--- config.mk ---
export PLATFORM = sky130hd
export DESIGN_NAME = dll_mq_cntrl
export DESIGN_NICKNAME = d
export VERILOG_FILES = /design/src/rtl/dll_mq_pkg.sv /design/src/rtl/dll_mq_alloc.sv /design/src/rtl/spsram.sv /design/src/rtl/dll_mq_cntrl.sv
export SDC_FILE = /design/constraint.sdc
export NUM_CORES = 1
export LEC_CHECK = 0
export CORE_MARGIN = 2
export CORE_UTILIZATION = 39
export CTS_BUF_LIST = sky130_fd_sc_hd__clkbuf_4
export CTS_CLUSTER_SIZE = 8
export DETAILED_ROUTE_END_ITERATION = 10
export PLACE_DENSITY = 0.66
export SLEW_MARGIN = 25
export SYNTH_ARGS = -nofsm -noshare
export SYNTH_HDL_FRONTEND = slang
export SYNTH_HIERARCHICAL = 1
export SYNTH_SLANG_ARGS = --single-unit
--- constraint.sdc ---
create_clock -name clk -period 4.75 [get_ports clk]
set_input_delay 0.95 -clock clk [delete_from_list [all_inputs] [get_ports clk]]
set_output_delay 0.95 -clock clk [all_outputs]
set_load 0.1 [all_outputs]
--- src/rtl/dll_mq_pkg.sv ---
// Shared opcode encodings and helpers for the multi-queue linked-list controller.
package dll_mq_pkg;

    typedef enum logic [2:0] {
        OP_POP_FRONT  = 3'b000,
        OP_POP_BACK   = 3'b001,
        OP_PUSH_FRONT = 3'b010,
        OP_PUSH_BACK  = 3'b011,
        OP_DELETE     = 3'b100
    } op_t;

    // Bit positions within op: bit1 set (with bit2 clear) means push, bit0 selects back end.
    localparam int OP_PUSH_B = 1;
    localparam int OP_BACK_B = 0;

    function automatic logic is_reserved(input logic [2:0] op);
        return op[2] & (op[1:0] != 2'b00);
    endfunction

endpackage

--- src/rtl/dll_mq_alloc.sv ---
// Shared-pool allocator: per-entry valid/owner, find-first-free, registered next pointer.
module dll_mq_alloc #(
    parameter int PTR_N = 16,
    parameter int ID_W  = 2,
    parameter int PTR_W = 4
) (
    input  logic             i_clk,
    input  logic             i_rst_n,
    input  logic             i_clear,
    input  logic             i_set_en,
    input  logic [ID_W-1:0]  i_set_id,
    input  logic             i_free_en,
    input  logic [PTR_W-1:0] i_free_ptr,
    input  logic [PTR_W-1:0] i_chk_ptr,
    input  logic [ID_W-1:0]  i_chk_id,
    output logic [PTR_W-1:0] o_alloc_ptr,
    output logic             o_full,
    output logic             o_own_ok
);
    logic [PTR_N-1:0] r_valid;
    logic [ID_W-1:0]  r_owner [PTR_N];
    logic [PTR_W-1:0] r_alloc_ptr;
    logic             r_full;
    logic [PTR_N-1:0] w_valid_nxt;
    logic [PTR_W-1:0] w_ffz;
    logic             w_all;

    always_comb begin
        w_valid_nxt = r_valid;
        if (i_set_en)
            w_valid_nxt[r_alloc_ptr] = 1'b1;
        if (i_free_en)
            w_valid_nxt[i_free_ptr] = 1'b0;
    end

    // Scan the post-update vector so the pointer is fresh for the very next acceptance.
    always_comb begin
        w_ffz = '0;
        w_all = 1'b1;
        for (int i = PTR_N - 1; i >= 0; i--) begin
            if (!w_valid_nxt[i]) begin
                w_ffz = PTR_W'(i);
                w_all = 1'b0;
            end
        end
    end

    always_ff @(posedge i_clk) begin
        if (!i_rst_n || i_clear) begin
            r_valid     <= '0;
            r_alloc_ptr <= '0;
            r_full      <= 1'b0;
            for (int i = 0; i < PTR_N; i++)
                r_owner[i] <= '0;
        end else begin
            r_valid     <= w_valid_nxt;
            r_alloc_ptr <= w_ffz;
            r_full      <= w_all;
            if (i_set_en)
                r_owner[r_alloc_ptr] <= i_set_id;
        end
    end

    assign o_alloc_ptr = r_alloc_ptr;
    assign o_full      = r_full;
    assign o_own_ok    = r_valid[i_chk_ptr] & (r_owner[i_chk_ptr] == i_chk_id);
endmodule

--- src/rtl/spsram.sv ---
// Single-port SRAM model, one registered read or one write per cycle.
module spsram #(
    parameter int W  = 8,
    parameter int N  = 16,
    parameter int AW = (N > 1) ? $clog2(N) : 1
) (
    input  logic          i_clk,
    input  logic          i_we,
    input  logic [AW-1:0] i_addr,
    input  logic [W-1:0]  i_wdata,
    output logic [W-1:0]  o_rdata
);
    logic [W-1:0] r_mem [N];
    logic [W-1:0] r_rdata;

    always_ff @(posedge i_clk) begin
        if (i_we)
            r_mem[i_addr] <= i_wdata;
        r_rdata <= r_mem[i_addr];
    end

    assign o_rdata = r_rdata;
endmodule

--- src/rtl/dll_mq_cntrl.sv ---
// Multi-queue doubly linked list controller over a shared entry pool,
// with ready/valid commands, per-command responses and O(1) mid-list delete.
module dll_mq_cntrl
    import dll_mq_pkg::*;
#(
    parameter int ID_N  = 4,
    parameter int PTR_N = 16,
    parameter int ID_W  = (ID_N  > 1) ? $clog2(ID_N)  : 1,
    parameter int PTR_W = (PTR_N > 1) ? $clog2(PTR_N) : 1,
    parameter int CNT_W = $clog2(PTR_N + 1)
) (
    input  logic                  clk,
    input  logic                  rst_n,
    input  logic                  cmd_valid,
    output logic                  cmd_ready,
    input  logic [2:0]            cmd_op,
    input  logic [ID_W-1:0]       cmd_id,
    input  logic [PTR_W-1:0]      cmd_ptr,
    input  logic                  clear,
    output logic                  rsp_valid,
    output logic                  rsp_err,
    output logic [PTR_W-1:0]      rsp_ptr,
    output logic                  full_r,
    output logic                  empty_r,
    output logic [ID_N-1:0]       nempty_r,
    output logic [ID_N*CNT_W-1:0] count_r,
    output logic                  busy_r
);
    typedef struct packed {
        logic [PTR_W-1:0] head;
        logic [PTR_W-1:0] tail;
    } qent_t;

    typedef struct packed {
        logic             vld;
        logic             err;
        logic [2:0]       op;
        logic [ID_W-1:0]  id;
        logic [PTR_W-1:0] ptr;
        logic             was_empty;
        logic             single;
        logic             is_head;
        logic             is_tail;
    } s1_t;

    qent_t            r_q   [ID_N];
    logic [CNT_W-1:0] r_cnt [ID_N];
    logic [CNT_W-1:0] w_cnt_nxt [ID_N];
    logic [CNT_W-1:0] w_sum;
    s1_t              r_s1;
    logic             r_rsp_err;
    logic [PTR_W-1:0] r_rsp_ptr;
    logic             r_full, r_empty;
    logic [ID_N-1:0]  r_nempty;

    logic             w_is_push, w_is_pop, w_is_del, w_back, w_err, w_acc, w_ok;
    logic             w_s1_act, w_s1_del, w_s1_push;
    qent_t            w_qe;
    logic [CNT_W-1:0] w_qcnt;
    logic [PTR_W-1:0] w_res_ptr, w_alloc_ptr;
    logic             w_alloc_full, w_own_ok;

    logic             w_nx_we, w_pv_we;
    logic [PTR_W-1:0] w_nx_addr, w_nx_wd, w_nx_rd, w_pv_addr, w_pv_wd, w_pv_rd;

    assign w_is_push = ~cmd_op[2] & cmd_op[OP_PUSH_B];
    assign w_is_pop  = ~cmd_op[2] & ~cmd_op[OP_PUSH_B];
    assign w_is_del  = (cmd_op == OP_DELETE);
    assign w_back    = cmd_op[OP_BACK_B];
    assign w_qe      = r_q[cmd_id];
    assign w_qcnt    = r_cnt[cmd_id];

    assign w_err = is_reserved(cmd_op) | (w_is_push & w_alloc_full)
                 | (w_is_pop & (w_qcnt == '0)) | (w_is_del & ~w_own_ok);

    assign w_s1_act  = r_s1.vld & ~r_s1.err;
    assign w_s1_del  = w_s1_act & (r_s1.op == OP_DELETE);
    assign w_s1_push = ~r_s1.op[2] & r_s1.op[OP_PUSH_B];

    // Same-id stall keeps the queue table coherent until stage 1 writes it back.
    assign cmd_ready = ~clear & ~(r_s1.vld & (r_s1.id == cmd_id)) & ~w_s1_del;
    assign w_acc     = cmd_valid & cmd_ready;
    assign w_ok      = w_acc & ~w_err;

    always_comb begin
        w_res_ptr = '0;
        if (w_is_push)
            w_res_ptr = w_alloc_ptr;
        else if (w_is_pop)
            w_res_ptr = w_back ? w_qe.tail : w_qe.head;
        else if (w_is_del)
            w_res_ptr = cmd_ptr;
    end

    always_comb begin
        w_nx_we = 1'b0; w_nx_addr = '0; w_nx_wd = '0;
        w_pv_we = 1'b0; w_pv_addr = '0; w_pv_wd = '0;
        if (w_s1_del && !clear) begin
            // Splice neighbours together; the head/tail side is moved in the table instead.
            w_nx_we = ~r_s1.is_head; w_nx_addr = w_pv_rd; w_nx_wd = w_nx_rd;
            w_pv_we = ~r_s1.is_tail; w_pv_addr = w_nx_rd; w_pv_wd = w_pv_rd;
        end else if (w_ok) begin
            case (cmd_op)
                OP_PUSH_BACK: if (w_qcnt != '0) begin
                    w_nx_we = 1'b1; w_nx_addr = w_qe.tail;   w_nx_wd = w_alloc_ptr;
                    w_pv_we = 1'b1; w_pv_addr = w_alloc_ptr; w_pv_wd = w_qe.tail;
                end
                OP_PUSH_FRONT: if (w_qcnt != '0) begin
                    w_pv_we = 1'b1; w_pv_addr = w_qe.head;   w_pv_wd = w_alloc_ptr;
                    w_nx_we = 1'b1; w_nx_addr = w_alloc_ptr; w_nx_wd = w_qe.head;
                end
                OP_POP_FRONT: w_nx_addr = w_qe.head;
                OP_POP_BACK:  w_pv_addr = w_qe.tail;
                OP_DELETE: begin
                    w_nx_addr = cmd_ptr;
                    w_pv_addr = cmd_ptr;
                end
                default: ;
            endcase
        end
    end

    always_comb begin
        for (int i = 0; i < ID_N; i++)
            w_cnt_nxt[i] = r_cnt[i];
        if (w_s1_act) begin
            if (w_s1_push)
                w_cnt_nxt[r_s1.id] = r_cnt[r_s1.id] + CNT_W'(1);
            else
                w_cnt_nxt[r_s1.id] = r_cnt[r_s1.id] - CNT_W'(1);
        end
        w_sum = '0;
        for (int i = 0; i < ID_N; i++)
            w_sum = w_sum + w_cnt_nxt[i];
    end

    always_ff @(posedge clk) begin
        if (!rst_n || clear) begin
            r_s1      <= '0;
            r_rsp_err <= 1'b0;
            r_rsp_ptr <= '0;
            r_full    <= 1'b0;
            r_empty   <= 1'b1;
            r_nempty  <= '0;
            for (int i = 0; i < ID_N; i++) begin
                r_q[i]   <= '0;
                r_cnt[i] <= '0;
            end
        end else begin
            r_s1.vld       <= w_acc;
            r_s1.err       <= w_err;
            r_s1.op        <= cmd_op;
            r_s1.id        <= cmd_id;
            r_s1.ptr       <= w_res_ptr;
            r_s1.was_empty <= (w_qcnt == '0);
            r_s1.single    <= (w_qcnt == CNT_W'(1));
            r_s1.is_head   <= (w_qe.head == cmd_ptr);
            r_s1.is_tail   <= (w_qe.tail == cmd_ptr);
            r_rsp_err      <= w_acc & w_err;
            r_rsp_ptr      <= w_ok ? w_res_ptr : '0;
            r_full         <= (w_sum == CNT_W'(PTR_N));
            r_empty        <= (w_sum == '0);
            for (int i = 0; i < ID_N; i++) begin
                r_cnt[i]    <= w_cnt_nxt[i];
                r_nempty[i] <= (w_cnt_nxt[i] != '0);
            end
            if (w_s1_act) begin
                case (r_s1.op)
                    OP_PUSH_FRONT, OP_PUSH_BACK: begin
                        if (r_s1.was_empty) begin
                            r_q[r_s1.id].head <= r_s1.ptr;
                            r_q[r_s1.id].tail <= r_s1.ptr;
                        end else if (r_s1.op[OP_BACK_B])
                            r_q[r_s1.id].tail <= r_s1.ptr;
                        else
                            r_q[r_s1.id].head <= r_s1.ptr;
                    end
                    OP_POP_FRONT:
                        if (r_s1.single) r_q[r_s1.id] <= '0;
                        else             r_q[r_s1.id].head <= w_nx_rd;
                    OP_POP_BACK:
                        if (r_s1.single) r_q[r_s1.id] <= '0;
                        else             r_q[r_s1.id].tail <= w_pv_rd;
                    OP_DELETE:
                        if (r_s1.is_head && r_s1.is_tail) r_q[r_s1.id] <= '0;
                        else if (r_s1.is_head)            r_q[r_s1.id].head <= w_nx_rd;
                        else if (r_s1.is_tail)            r_q[r_s1.id].tail <= w_pv_rd;
                    default: ;
                endcase
            end
        end
    end

    dll_mq_alloc #(.PTR_N(PTR_N), .ID_W(ID_W), .PTR_W(PTR_W)) u_alloc (
        .i_clk       (clk),
        .i_rst_n     (rst_n),
        .i_clear     (clear),
        .i_set_en    (w_ok & w_is_push),
        .i_set_id    (cmd_id),
        .i_free_en   (w_s1_act & ~w_s1_push),
        .i_free_ptr  (r_s1.ptr),
        .i_chk_ptr   (cmd_ptr),
        .i_chk_id    (cmd_id),
        .o_alloc_ptr (w_alloc_ptr),
        .o_full      (w_alloc_full),
        .o_own_ok    (w_own_ok)
    );

    spsram #(.W(PTR_W), .N(PTR_N), .AW(PTR_W)) u_next (
        .i_clk(clk), .i_we(w_nx_we), .i_addr(w_nx_addr), .i_wdata(w_nx_wd), .o_rdata(w_nx_rd)
    );

    spsram #(.W(PTR_W), .N(PTR_N), .AW(PTR_W)) u_prev (
        .i_clk(clk), .i_we(w_pv_we), .i_addr(w_pv_addr), .i_wdata(w_pv_wd), .o_rdata(w_pv_rd)
    );

    for (genvar g = 0; g < ID_N; g++) begin : g_cnt
        assign count_r[g*CNT_W +: CNT_W] = r_cnt[g];
    end

    // An in-flight response is dropped when a flush lands in its response cycle.
    assign rsp_valid = r_s1.vld & ~clear;
    assign rsp_err   = r_rsp_err;
    assign rsp_ptr   = r_rsp_ptr;
    assign full_r    = r_full;
    assign empty_r   = r_empty;
    assign nempty_r  = r_nempty;
    assign busy_r    = r_s1.vld;
endmodule

* Yosys cells after proc, flatten, opt, wreduce, memory -nomap -nowiden
Memories as Yosys holds them, arrays and structs flattened. A register that Yosys moved wholly into a read port is not among the register bits.
Cells that the tools add are included.
** Storage, ports and cells
- Register bits :: 47
- Bits in latches :: 0
- Memory bits (writable) :: 212
- Bits in read-only memories :: 0
- Output and inout bits :: 34
- Logic and storage cells :: 289
- Memories :: 5
** Operators by class
- $add $sub $neg :: 5
- Multipliers :: 0
- Div/mod/pow operators :: 0
- Magnitude comparators :: 7
- Equal/unequal tests :: 14
- Shift-type cells :: 0
- Mux-type cells :: 140
- Bitwise operators :: 70
- Reduce and logical (&&, ||, !) cells :: 28
** Memory list
- u_next.r_mem :: depth 16, bits a word 4, rd ports 1, clocked after Yosys merged registers in 1, wr ports 1, line spsram.sv:13 : logic [W-1:0] r_mem [N];
- u_prev.r_mem :: depth 16, bits a word 4, rd ports 1, clocked after Yosys merged registers in 1, wr ports 1, line spsram.sv:13
- r_q :: depth 4, bits a word 8, rd ports 1, clocked after Yosys merged registers in 0, wr ports 4, line dll_mq_cntrl.sv:46 : qent_t r_q [ID_N];
- u_alloc.r_owner :: depth 16, bits a word 2, rd ports 1, clocked after Yosys merged registers in 0, wr ports 16, line dll_mq_alloc.sv:21 : logic [ID_W-1:0] r_owner [PTR_N];
- r_cnt :: depth 4, bits a word 5, rd ports 6, clocked after Yosys merged registers in 1, wr ports 4, line dll_mq_cntrl.sv:47 : logic [CNT_W-1:0] r_cnt [ID_N];
** Operators with widths (count)
- $mux 4 :: 36
- $mux 1 :: 74
- $bwmux 20 :: 2
- $mux 20 :: 2
- $mux 16 :: 2
- $pmux 4 s4 :: 2
- $not 1->1 :: 28
- $mux 5 :: 5
- $reduce_bool 5->1 :: 5
- $and 1x1->1 :: 19
- $or 1x1->1 :: 19
- $and 16x16->16 :: 1
- $not 16->16 :: 1
- $or 16x16->16 :: 1
- $pmux 4 s2 :: 2
- $reduce_or 16->1 :: 1
- $add 5x5->5 :: 3
- $lt 4x5->1 const B :: 3
- $eq 3x2->1 const B :: 4
- $mux 2 :: 6
- $mux 3 :: 4
- $demux 5 s2 :: 1
- $logic_not 5->1 :: 2
- $reduce_or 2->1 :: 5
- other kinds (24) :: 36

* Logic depth before layout (Yosys ltp)
Gate-level depths: netlist of the first run.
- Depth after elaboration :: 27
- Depth in mapped cells :: 17

* Modules after synthesis
Netlist of the first run, hierarchy kept.
** Modules (own cells, without submodules)
- spsram :: instances 2, cells an instance 133, area an instance 2658.8 µm², sequential area each 2001.9 µm²
- dll_mq_cntrl :: instances 1, cells an instance 496, area an instance 4778.3 µm², sequential area each 1881.8 µm²
- dll_mq_alloc :: instances 1, cells an instance 268, area an instance 2753.9 µm², sequential area each 1381.3 µm²

* Least setup slack after synthesis of the first run
Ideal clock, no wire load.
- Path kind :: input port to flip-flop
- From :: in cmd_ptr[0]
- To :: mem u_prev/r_mem[0][0] in the netlist's numbering (enable)
- Arrival :: 4.749 ns
- Required time :: 4.389 ns
- Path slack :: -0.360 ns
- Cell stages on the path :: 14
- Cells stage by stage :: buf_6 -> mux4_1 -> mux4_2 -> xnor2_1 -> and3_1 -> nor3b_1 -> o21ai_0 -> or4_1 -> buf_2 -> or3b_1 -> buf_6 -> o21ai_0 -> or3b_2 -> nor3_1
** On the way
- Longest elaborated chain between the ends :: 12
- Elaborated cells on any way between the ends :: 17
- Those cells by class :: 1 x eq/ne; 9 x mux; 6 x bitwise; 1 x memory
** Ends and longest elaborated chain
- start, declared :: line dll_mq_cntrl.sv:18 : input logic [PTR_W-1:0] cmd_ptr,
- $mem_v2 16x2 or $bmux 1 s4 (tied branches)
- $eq 2x2->1 or $mux 1 (tied branches) :: line dll_mq_alloc.sv:66 : assign o_own_ok = r_valid[i_chk_ptr] & (r_owner[i_chk_ptr] == i_chk_id);
- $and 1x1->1 * :: line dll_mq_alloc.sv:66
- via w_own_ok :: line dll_mq_cntrl.sv:61 : logic w_alloc_full, w_own_ok;
- $not 1->1 * :: line dll_mq_cntrl.sv:74 : | (w_is_pop & (w_qcnt == '0)) | (w_is_del & ~w_own_ok);
- $and 1x1->1 * :: line dll_mq_cntrl.sv:74
- $or 1x1->1 * :: line dll_mq_cntrl.sv:74
- $not 1->1 * :: line dll_mq_cntrl.sv:83 : assign w_ok = w_acc & ~w_err;
- $and 1x1->1 * :: line dll_mq_cntrl.sv:83
- $mux 1 * :: line dll_mq_cntrl.sv:102 : end else if (w_ok) begin
- $mux 1 * :: line dll_mq_cntrl.sv:98 : if (w_s1_del && !clear) begin
- via w_pv_we :: line dll_mq_cntrl.sv:63 : logic w_nx_we, w_pv_we;
- $mux 1 * :: line spsram.sv:17 : if (i_we)
- $mux 1 (not written as such) * :: line spsram.sv:18 : r_mem[i_addr] <= i_wdata;
- end, declared :: line spsram.sv:13
Mark *: on every way through the listed nets, which the timed path passes. The rest lies on a longest branch. The select of a mux whose other input is x is not followed.

* Worst setup path after layout of the first run
- From :: in cmd_ptr[0]
- To :: reg u_prev.r_rdata[3], in the netlist u_prev/o_rdata[3] (read register of u_prev.r_mem)
** On the way
- Longest elaborated chain between the ends :: 10
- Elaborated cells on any way between the ends :: 13
- Those cells by class :: 1 x eq/ne; 5 x mux; 6 x bitwise; 1 x memory
** Ends and longest elaborated chain
- $mem_v2 16x2 or $bmux 1 s4 (tied branches)
- $eq 2x2->1 or $mux 1 (tied branches) :: line dll_mq_alloc.sv:66
- $and 1x1->1 * :: line dll_mq_alloc.sv:66
- via w_own_ok :: line dll_mq_cntrl.sv:61
- $not 1->1 * :: line dll_mq_cntrl.sv:74
- $and 1x1->1 * :: line dll_mq_cntrl.sv:74
- $or 1x1->1 * :: line dll_mq_cntrl.sv:74
- $not 1->1 * :: line dll_mq_cntrl.sv:83
- $and 1x1->1 * :: line dll_mq_cntrl.sv:83
- $mux 4 * :: line dll_mq_cntrl.sv:102
- $mux 4 * :: line dll_mq_cntrl.sv:98
- via w_pv_addr[0] :: line dll_mq_cntrl.sv:64 : logic [PTR_W-1:0] w_nx_addr, w_nx_wd, w_nx_rd, w_pv_addr, w_pv_wd, w_pv_rd;
- end, declared :: line spsram.sv:14 : logic [W-1:0] r_rdata;
Marks and branches as above.
A chain may end at the register's enable or synchronous reset.

==> results.ini, run 1 <==
[global_routing]
grt-ovfl-total = 0
grt.total_usage_pct = 19.0
grt_max_degree = 27
grt_pass1_vias = 9219
antenna_found_initial = 1
grt_first_pass_wirelength_mm = 49.9

[placed_design]
dp_hpwl_mm = 22.8
port-buffer-count = 46
place_inst = 1576
globalplace.congestion = 0.913

[pwr]
powerDensity_nw_per_um2 = 304
irDropWorstVdd_mv = 0.110
p_total_mw = 4.79
leakage_nw = 5.92

[sta]
finalCritPeriodShare_pct = 97.8
tightest_slew_ns = 0.999
fmaxAchievable_mhz = 215
drv_slew = 0
hold_slack_ns = 0.549
post-route-min-period_ns = 4.65
finalSetupViolCount = 0
hold_viol = 0
fin_worst_skew_ns = 0.0595
slew_headroom_pct = 33.2
rsz0062_at_grt = false

[cts]
cts_max_path_buffers = 3
clock_latency_ns = 0.71
path_clk_slew_ns = 0.07
cts_tree = built
cts_max_level = 3
cts_made_buffers = 73
clock_sinks = 267
cts_root_buf = clkbuf_4

[synth]
synth.yosys.seq_area_share_pct = 56.6
synthesis.nets = 1057
async_flop_share_pct = 0
avgSynthCellArea_sq_um = 12.5
synth_cell_types = 73
synthesis.area_sq_um = 12800
synth_edf_count = 192
synth_top_area_share_pct = 44.9
ys.flop_type = edfxtp_1
synth.ff_latch_count = 267
synthCells = 1030
synth_area_leaders = edfxtp_1 (45%), dfxtp_1 (12%), mux4_2 (6.7%), mux4_1 (4.5%), nor2_1 (3.6%)
ys_warn_count = 6
yosysTopAreaCell = edfxtp_1

[critical_path]
arrival_ns = 5.20
r2r_slack_ns = 0.36
critPathCaptureType = register
crit_required_ns = 5.30
rr_worst_depth = 12
start_kind = primary input
crit_fanout = 9
path_class = in -> reg
timing.rr.start = r_s1[9]$_SDFF_PN0_
timing.rr.end = full_r$_SDFF_PN0_

[floorplanning]
start_util_pct = 39.6
fp-row-count = 66
core_area_sq_um = 32500
die_w_um = 186
die_h_um = 186
io_pins = 47
dieArea_sq_um = 34400

[worst_hold_path]
worstHoldStart = u_alloc/r_valid[9]$_SDFF_PP0_
min_path_type = reg -> reg
min_path_cells = 2
min_to = u_alloc/r_valid[9]$_SDFF_PP0_

[drt]
vias_per_cell = 5.46
wirelength_mm = 32.0
drtAntennaViolNets = 0
dr.pass1.iters = 10
num_vias = 9328
drt-initial-drc-count = 663
routedWlPerCell_um = 18.7
route.detailed.drc = 1

[job]
drv_cap = 0

[cells_and_area]
fillers = 2872
utilization_pct = 48.5
drive_gt1_share_pct = 25.5
finalNetCount = 1240
area_delta_synth_final_pct = 22.4
final_common_cell = edfxtp_1
fin_cells = 1709
layout_common_cells = edfxtp_1 (192), nor2_1 (116), clkbuf_4 (102)

[run_status]
violations = design-rule violations
outcome = complete, but fails checks

[cell type report]
cell class                 instances  area [sq um]  area share [%]
antenna                            2          5.00          0.0318
clock buffer                     102           766            4.87
clock inverter                    25           140           0.891
inverter                          10          37.5           0.239
multi-input combinational        695          5350            34.0
sequential                       267          7270            46.2
tap                              442           553            3.51
timing repair buffer             166          1610            10.3
[power breakdown]
part           switching [mW]  internal, mW  leakage, nW  total (mW)
registers              0.0173          2.51         2.76        2.52
clock network           0.947          1.05        0.544        2.00
logic                   0.159         0.108         2.62       0.267
[logic make-up (layout without fill, tap and decap cells)]
family	after synthesis	in the layout	share of synthesized area, %
simple gates	422	422	16.1
compound gates	141	141	7.33
flops	267	267	56.6
mux	80	80	12.7
fa+ha+maj	14	14	1.83
buf+inv	68	303	2.74
other cells	0	2	0
xor+xnor	38	38	2.70
[worst max path at each step]
stage                                 from                   endpoint  slack, ns
floorplan           r_cnt[3][0]$_SDFF_PN0_          full_r$_SDFF_PN0_      0.005
global placement                cmd_ptr[0]  u_prev/o_rdata[0]$_DFF_P_      -0.72
detailed placement              cmd_ptr[0]  u_prev/o_rdata[0]$_DFF_P_      -0.87
CTS                             cmd_ptr[2]  u_prev/o_rdata[3]$_DFF_P_       0.01
global route                    cmd_ptr[0]  u_prev/o_rdata[3]$_DFF_P_       0.03
finish                          cmd_ptr[0]  u_prev/o_rdata[3]$_DFF_P_       0.10
[metal layers]
layer | GRT usage (%) | vias up | share of wire (%) | wire length (um)
li1 | - | 4302 | - | -
met1 | 24.3 | 4541 | 42 | 13500
met2 | 31.3 | 406 | 48 | 15400
met3 | 3.85 | 79 | 6.7 | 2140
met4 | 8.19 | 0 | 3.0 | 974
met5 | 0 | - | 0 | 0
[worst max-delay path, stage by stage]
cell and delay (ns):
dlygate4sd2_1 0.25, buf_12 0.14, mux4_1 0.55, mux4_2 0.52
xnor2_2 0.16, and3_4 0.20, nor3b_4 0.20, o21ai_1 0.11
or4_4 0.48, buf_6 0.16, o31ai_4 0.34, buf_6 0.16
buf_12 0.10, mux4_1 0.55, a22oi_1 0.19, nand3_1 0.11
[timing repair]
item                       CTS  global route
setup endpoints to repair   33            17
hold buffers                 0             0
cloned                       2             0
setup buffers                2             0
pin swaps                    4             3
gates resized for setup      7             5
[cells in the mapped netlist, drive strengths merged, types with 6 or more instances]
| cell | instances |
|---|---|
| dfxtp | 75 |
| ha | 6 |
| edfxtp | 192 |
| mux2i | 17 |
| nor2b | 21 |
| clkbuf | 33 |
| a22oi | 10 |
| nand3 | 27 |
| o21ai | 31 |
| nand2b | 19 |
| or3b | 6 |
| xor2 | 16 |
| nand2 | 99 |
| xnor2 | 21 |
| nor2 | 124 |
| fa | 8 |
| o31ai | 7 |
| nor3 | 57 |
| buf | 25 |
| inv | 10 |
| a21oi | 46 |
| mux4 | 60 |
| and2 | 24 |
| nand3b | 10 |
[flip-flops by register name (all words and copies together) (netlist names), 14 cells and up]
signal / flops
u_next/r_mem: 64
r_cnt: 20
r_q: 32
r_s1: 14
u_prev/r_mem: 64
u_alloc/r_owner: 32
u_alloc/r_valid: 16
[per-stage QoR]
step           worst slack, ns  setup TNS [ns]  instance area (sq um)
3_5_place_dp            -0.867         -164.71                  14700
2_1_floorplan          0.00459               0                  12900
3_3_place_gp            -0.722         -127.69                  14700
4_1_cts                0.00997               0                  15700
5_1_grt                 0.0290               0                  15700
6_report                 0.102               0                  15700
(Power assumes the default switching activity.)
==> inputs of run 2 (changes only) <==
Settings changed: MAX_ROUTING_LAYER set to met4.
==> run 2 against run 1 <==
Compared with the run above:
- the run still ends with design-rule violations left
- clock skew up 0.0014 ns
- register-to-register slack about the same
- total power about the same
- cell area unchanged
- sequential power about the same
- non-clock buffer count unchanged
- largest cell class unchanged
- highest routed layer unchanged
==> results.ini, run 2 (synthesis gave the netlist of run 1 again) <==
[run_status]
outcome = complete, but fails checks
violations = design-rule violations

[job]
drv_cap = 0

[cts]
clock_latency_ns = 0.70
path_clk_slew_ns = 0.07
cts_made_buffers = 73
ctsHoldBuffers = 0
cts_max_path_buffers = 3
cts_max_level = 3
cts_tree = built
clock_sinks = 267
cts_root_buf = clkbuf_4

[drt]
vias_per_cell = 5.44
num_vias = 9301
drtAntennaViolNets = 0
wirelength_mm = 32.2
drt-initial-drc-count = 713
route.detailed.drc = 1
dr.pass1.iters = 11
routedWlPerCell_um = 18.8

[placed_design]
place_inst = 1576
port-buffer-count = 46
dp_hpwl_mm = 22.8
globalplace.congestion = 0.929

[pwr]
powerDensity_nw_per_um2 = 304
p_int_mw = 3.67
p_clk_share_pct = 41.8
irDropWorstVdd_mv = 0.111
p_sw_mw = 1.12
switching_share_pct = 23.5
combPwrFrac_pct = 5.6
p_seq_share_pct = 52.7
leakage_nw = 5.92

[critical_path]
crit_required_ns = 5.29
path_class = in -> reg
critPathCaptureType = register
arrival_ns = 5.22
slowest_delay_ns = 0.55
start_kind = primary input
crit_fanout = 9
crit_chain = dlygate4sd2_1 -> buf_12 -> mux4_1 -> mux4_2 -> xnor2_2 -> and3_4 -> nor3b_4 -> o21ai_1 -> or4_4 -> buf_6 -> o31ai_4 -> buf_6 -> buf_12 -> mux4_1 -> a22oi_1 -> nand3_1
timing.rr.start = r_s1[9]$_SDFF_PN0_
cp_slowest_cell = mux4_1
critPathLaunch = cmd_ptr[0]

[floorplanning]
die_w_um = 186
fp-row-count = 66
io_pins = 47
dieArea_sq_um = 34400
core_area_sq_um = 32500
start_util_pct = 39.6
die_h_um = 186

[sta]
hold_viol = 0
finalSetupViolCount = 0
slew_headroom_pct = 33.1
rsz0062_at_grt = false
tightest_slew_ns = 1.00
post-route-min-period_ns = 4.68
fin_worst_skew_ns = 0.0609
finalCritPeriodShare_pct = 98.4
fmaxAchievable_mhz = 214
finalSetupTns_ns = 0
drv_slew = 0

[global_routing]
grt_max_degree = 27
grt_pass1_vias = 9223
grt_first_pass_wirelength_mm = 49.9
antenna_found_initial = 1
grt.total_usage_pct = 19.5
grt-ovfl-total = 0

[cells_and_area]
finalNetCount = 1240
largestRegisters = u_next/r_mem x64, u_prev/r_mem x64
final_common_cell = edfxtp_1
drive_gt1_share_pct = 25.5
fin_cells = 1709
area_delta_synth_final_pct = 22.4
layout_common_cells = edfxtp_1 (192), nor2_1 (116), clkbuf_4 (102)

[worst_hold_path]
min_path_type = reg -> reg
worstHoldStart = u_alloc/r_valid[11]$_SDFF_PP0_

## run 2: cell counts in the layout (fill, tap and decap cells not counted)
Identical to the previous run, type by type.
## run 2: cell type report
type	count	area, sq um
well taps	442	553
multi-input cells	695	5350
flip-flops and latches	267	7270
fillers	2872	16700
repair buffers	166	1610
clock inverters	25	140
diodes	2	5.00
inverters	10	37.5
clock buffers	102	766
## run 2: per-stage QoR
stage	hold WS, ns	setup slack, ns	power (mW)	utilization (%)	instance area (sq um)
final	0.545	0.0738	4.79	48.5	15700
after global routing	0.551	0.0291	5.00	48.5	15700
after CTS	0.542	0.00997	4.85	48.4	15700
after detailed placement	0.524	-0.867	2.83	45.3	14700
after global placement	0.511	-0.722	2.83	45.3	14700
after floorplan	0.462	0.00459	2.73	-	12900
## run 2: power groups by stage
stage	Clock [mW]	Combinational, mW	Sequential, mW
after global routing	2.19	0.285	2.52
after floorplan	0	0.156	2.58
final	2.00	0.267	2.52
after global placement	0	0.259	2.57
after CTS	2.06	0.264	2.52
after detailed placement	0	0.261	2.57
## run 2: worst max-delay path: cells and delay by family
kind | cells | cell delay (ns)
xor+xnor | 1 | 0.16
compound gates | 3 | 0.65
simple gates | 4 | 1.00
buf+inv | 5 | 0.81
mux | 3 | 1.62
## run 2: timing repair
action,in CTS,in global routing
pin swaps,4,3
endpoints found under the setup margin,33,21
buffers inserted,2,0
cloned,2,0
resized for setup,7,5
## run 2: metal layers
metal | track usage (%) | routed length (um) | vias up | part of all wire, %
li1 | - | - | 4301 | -
met3 | 3.85 | 2180 | 77 | 6.8
met2 | 31.4 | 15600 | 398 | 48
met4 | 8.19 | 950 | 0 | 3.0
met5 | - | 0 | - | 0
met1 | 24.2 | 13500 | 4525 | 42
## run 2: worst paths after layout
| check | depth (start not counted) | end | slack (ns) |
|---|---|---|---|
| worst max-delay path | 16 | u_prev/o_rdata[3]$_DFF_P_ | 0.07 |
| worst min-delay path | 2 | u_alloc/r_valid[11]$_SDFF_PP0_ | 0.54 |
| worst max register to register | 12 | full_r$_SDFF_PN0_ | 0.37 |
| worst min register to register | 2 | u_alloc/r_valid[11]$_SDFF_PP0_ | 0.54 |
==> inputs of run 3 (changes only) <==
Settings changed: CTS_BUF_LIST sky130_fd_sc_hd__clkbuf_4 to sky130_fd_sc_hd__clkbuf_8 sky130_fd_sc_hd__clkbuf_16, PLACE_DENSITY 0.66 to 0.64.
Clock period 4.75 ns to 4.46 ns, I/O delays scaled along.
==> run 3 against run 2 <==
Compared with the run above:
- the run now ends clean
- sequential share of layout area shrank 1.2 points
- non-clock buffer count grew 12
- first-iteration DRC count grew 2.2%
- setup slack gained 0.024 ns
- core utilization grew 1.4 points
- total power grew 19%
- sequential power grew 7%
- critical endpoint is now u_prev/r_mem[14][0]$_DFFE_PP_
==> results.ini, run 3 (synthesis gave the netlist of run 1 again) <==
[drt]
num_vias = 8931
drtAntennaViolNets = 0
route.detailed.drc = 0
routedWlPerCell_um = 19.5
vias_per_cell = 5.38
dr.pass1.iters = 5
wirelength_mm = 32.4
drt-initial-drc-count = 729

[global_routing]
grt_max_degree = 26
antenna_found_initial = 0
grt.total_usage_pct = 19.7
grt-ovfl-total = 0
grt_pass1_vias = 8962
grt_first_pass_wirelength_mm = 50.7

[sta]
slew_headroom_pct = 34.2
fmaxAchievable_mhz = 229
tightest_slew_ns = 0.984
hold_viol = 0
drv_slew = 0
post-route-min-period_ns = 4.36
finalCritPeriodShare_pct = 97.8
finalSetupTns_ns = 0
fin_worst_skew_ns = 0.0250
finalSetupViolCount = 0

[cells_and_area]
drive_gt1_share_pct = 24.9
antenna_cells = 0
fillers = 2808
utilization_pct = 49.8
fin_cells = 1661
final_common_cell = edfxtp_1
layout_common_cells = edfxtp_1 (192), nor2_1 (115), buf_4 (113)
largestRegisters = u_next/r_mem x64, u_prev/r_mem x64
area_delta_synth_final_pct = 25.9
finalNetCount = 1218
stdcell_area_sq_um = 16200

[placed_design]
place_inst = 1587
globalplace.congestion = 0.913
placed_cell_area_sq_um = 14800
dp_hpwl_mm = 23.3
port-buffer-count = 46

[job]
drv_cap = 0

[cts]
clock_latency_ns = 0.53
path_clk_slew_ns = 0.05
cts_max_path_buffers = 3
cts_made_buffers = 39
cts_root_buf = clkbuf_16
cts_tree = built
cts_max_level = 2
clock_sinks = 267
ctsHoldBuffers = 0

[critical_path]
r2r_slack_ns = 0.23
critPathCaptureType = register
timing.rr.end = full_r$_SDFF_PN0_
path_class = in -> reg
crit_required_ns = 4.64
crit_fanout = 6
timing.rr.start = r_s1[9]$_SDFF_PN0_
rr_worst_depth = 12
start_kind = primary input
arrival_ns = 4.54

[pwr]
switching_share_pct = 21.8
p_total_mw = 5.68
p_int_mw = 4.44
p_clk_share_pct = 47.2
combPwrFrac_pct = 5.3
powerDensity_nw_per_um2 = 351
leakage_nw = 6.03
p_sw_mw = 1.24
p_seq_share_pct = 47.4
irDropWorstVdd_mv = 0.239

[floorplanning]
fp-row-count = 66
dieArea_sq_um = 34400
start_util_pct = 39.6
die_w_um = 186
io_pins = 47
core_area_sq_um = 32500
die_h_um = 186

[worst_hold_path]
worstHoldStart = r_cnt[2][4]$_SDFF_PN0_
min_path_cells = 2
min_path_type = reg -> reg
min_to = r_cnt[2][4]$_SDFF_PN0_

[run_status]
outcome = finished, final reports clean

## run 3: worst max-delay path by stage
stage | end | depth (start not counted) | from | slack (ns)
floorplan | u_next/r_mem[0][0]$_DFFE_PP_ | 14 | cmd_ptr[0] | -0.13
CTS | u_prev/o_rdata[2]$_DFF_P_ | 16 | cmd_ptr[0] | 0.003
global route | u_prev/o_rdata[1]$_DFF_P_ | 16 | cmd_ptr[0] | -0.003
detailed placement | u_alloc/o_alloc_ptr[3]$_SDFF_PP0_ | 16 | cmd_ptr[0] | -1.02
finish | u_prev/r_mem[14][0]$_DFFE_PP_ | 15 | cmd_ptr[0] | 0.1
global placement | u_prev/r_mem[5][3]$_DFFE_PP_ | 17 | cmd_ptr[0] | -0.98
## run 3: final cells by class
type / instances / area [sq um] / area share [%]
flip-flops and latches: 267 / 7280 / 45.0
multi-input cells: 695 / 5460 / 33.7
repair buffers: 178 / 1700 / 10.5
clock buffers: 39 / 976 / 6.03
well taps: 442 / 553 / 3.42
clock inverters: 30 / 183 / 1.13
inverters: 10 / 37.5 / 0.232
## run 3: power by group through the flow
stage,clock (mW),sequential (mW),combinational [mW]
final,2.68,2.69,0.303
after global routing,2.86,2.69,0.324
after CTS,2.75,2.69,0.297
after detailed placement,0,2.74,0.288
after global placement,0,2.74,0.285
after floorplan,0,2.75,0.169
## run 3: worst max-delay path, stage by stage
cell,delay [ns]
buf_8,0.09
buf_12,0.11
mux4_2,0.49
mux4_2,0.50
xnor2_1,0.14
and3_1,0.22
nor3b_4,0.23
o21ai_2,0.08
or4_4,0.49
buf_6,0.17
buf_12,0.12
o31ai_1,0.26
buf_4,0.19
nand3_1,0.18
nor2_1,0.36
## run 3: stage by stage
stage	setup WS, ns	hold slack [ns]
3_5_place_dp	-1.02	0.596
3_3_place_gp	-0.979	0.597
5_1_grt	-0.00288	0.657
2_1_floorplan	-0.133	0.462
6_report	0.0981	0.605
4_1_cts	0.00263	0.605
## run 3: what timing repair did
action	4_1_cts	5_1_grt
pin swaps	9	9
gates resized for setup	28	25
cloned	2	0
buffers inserted	3	1
setup endpoints to repair	335	97
## run 3: routing by layer
layer,up-vias,wire length [um],GRT usage [%]
li1,4195,-,-
met1,4383,14100,25.6
met2,297,15500,31.6
met3,56,1870,3.23
met4,0,871,6.86
met5,-,0,-
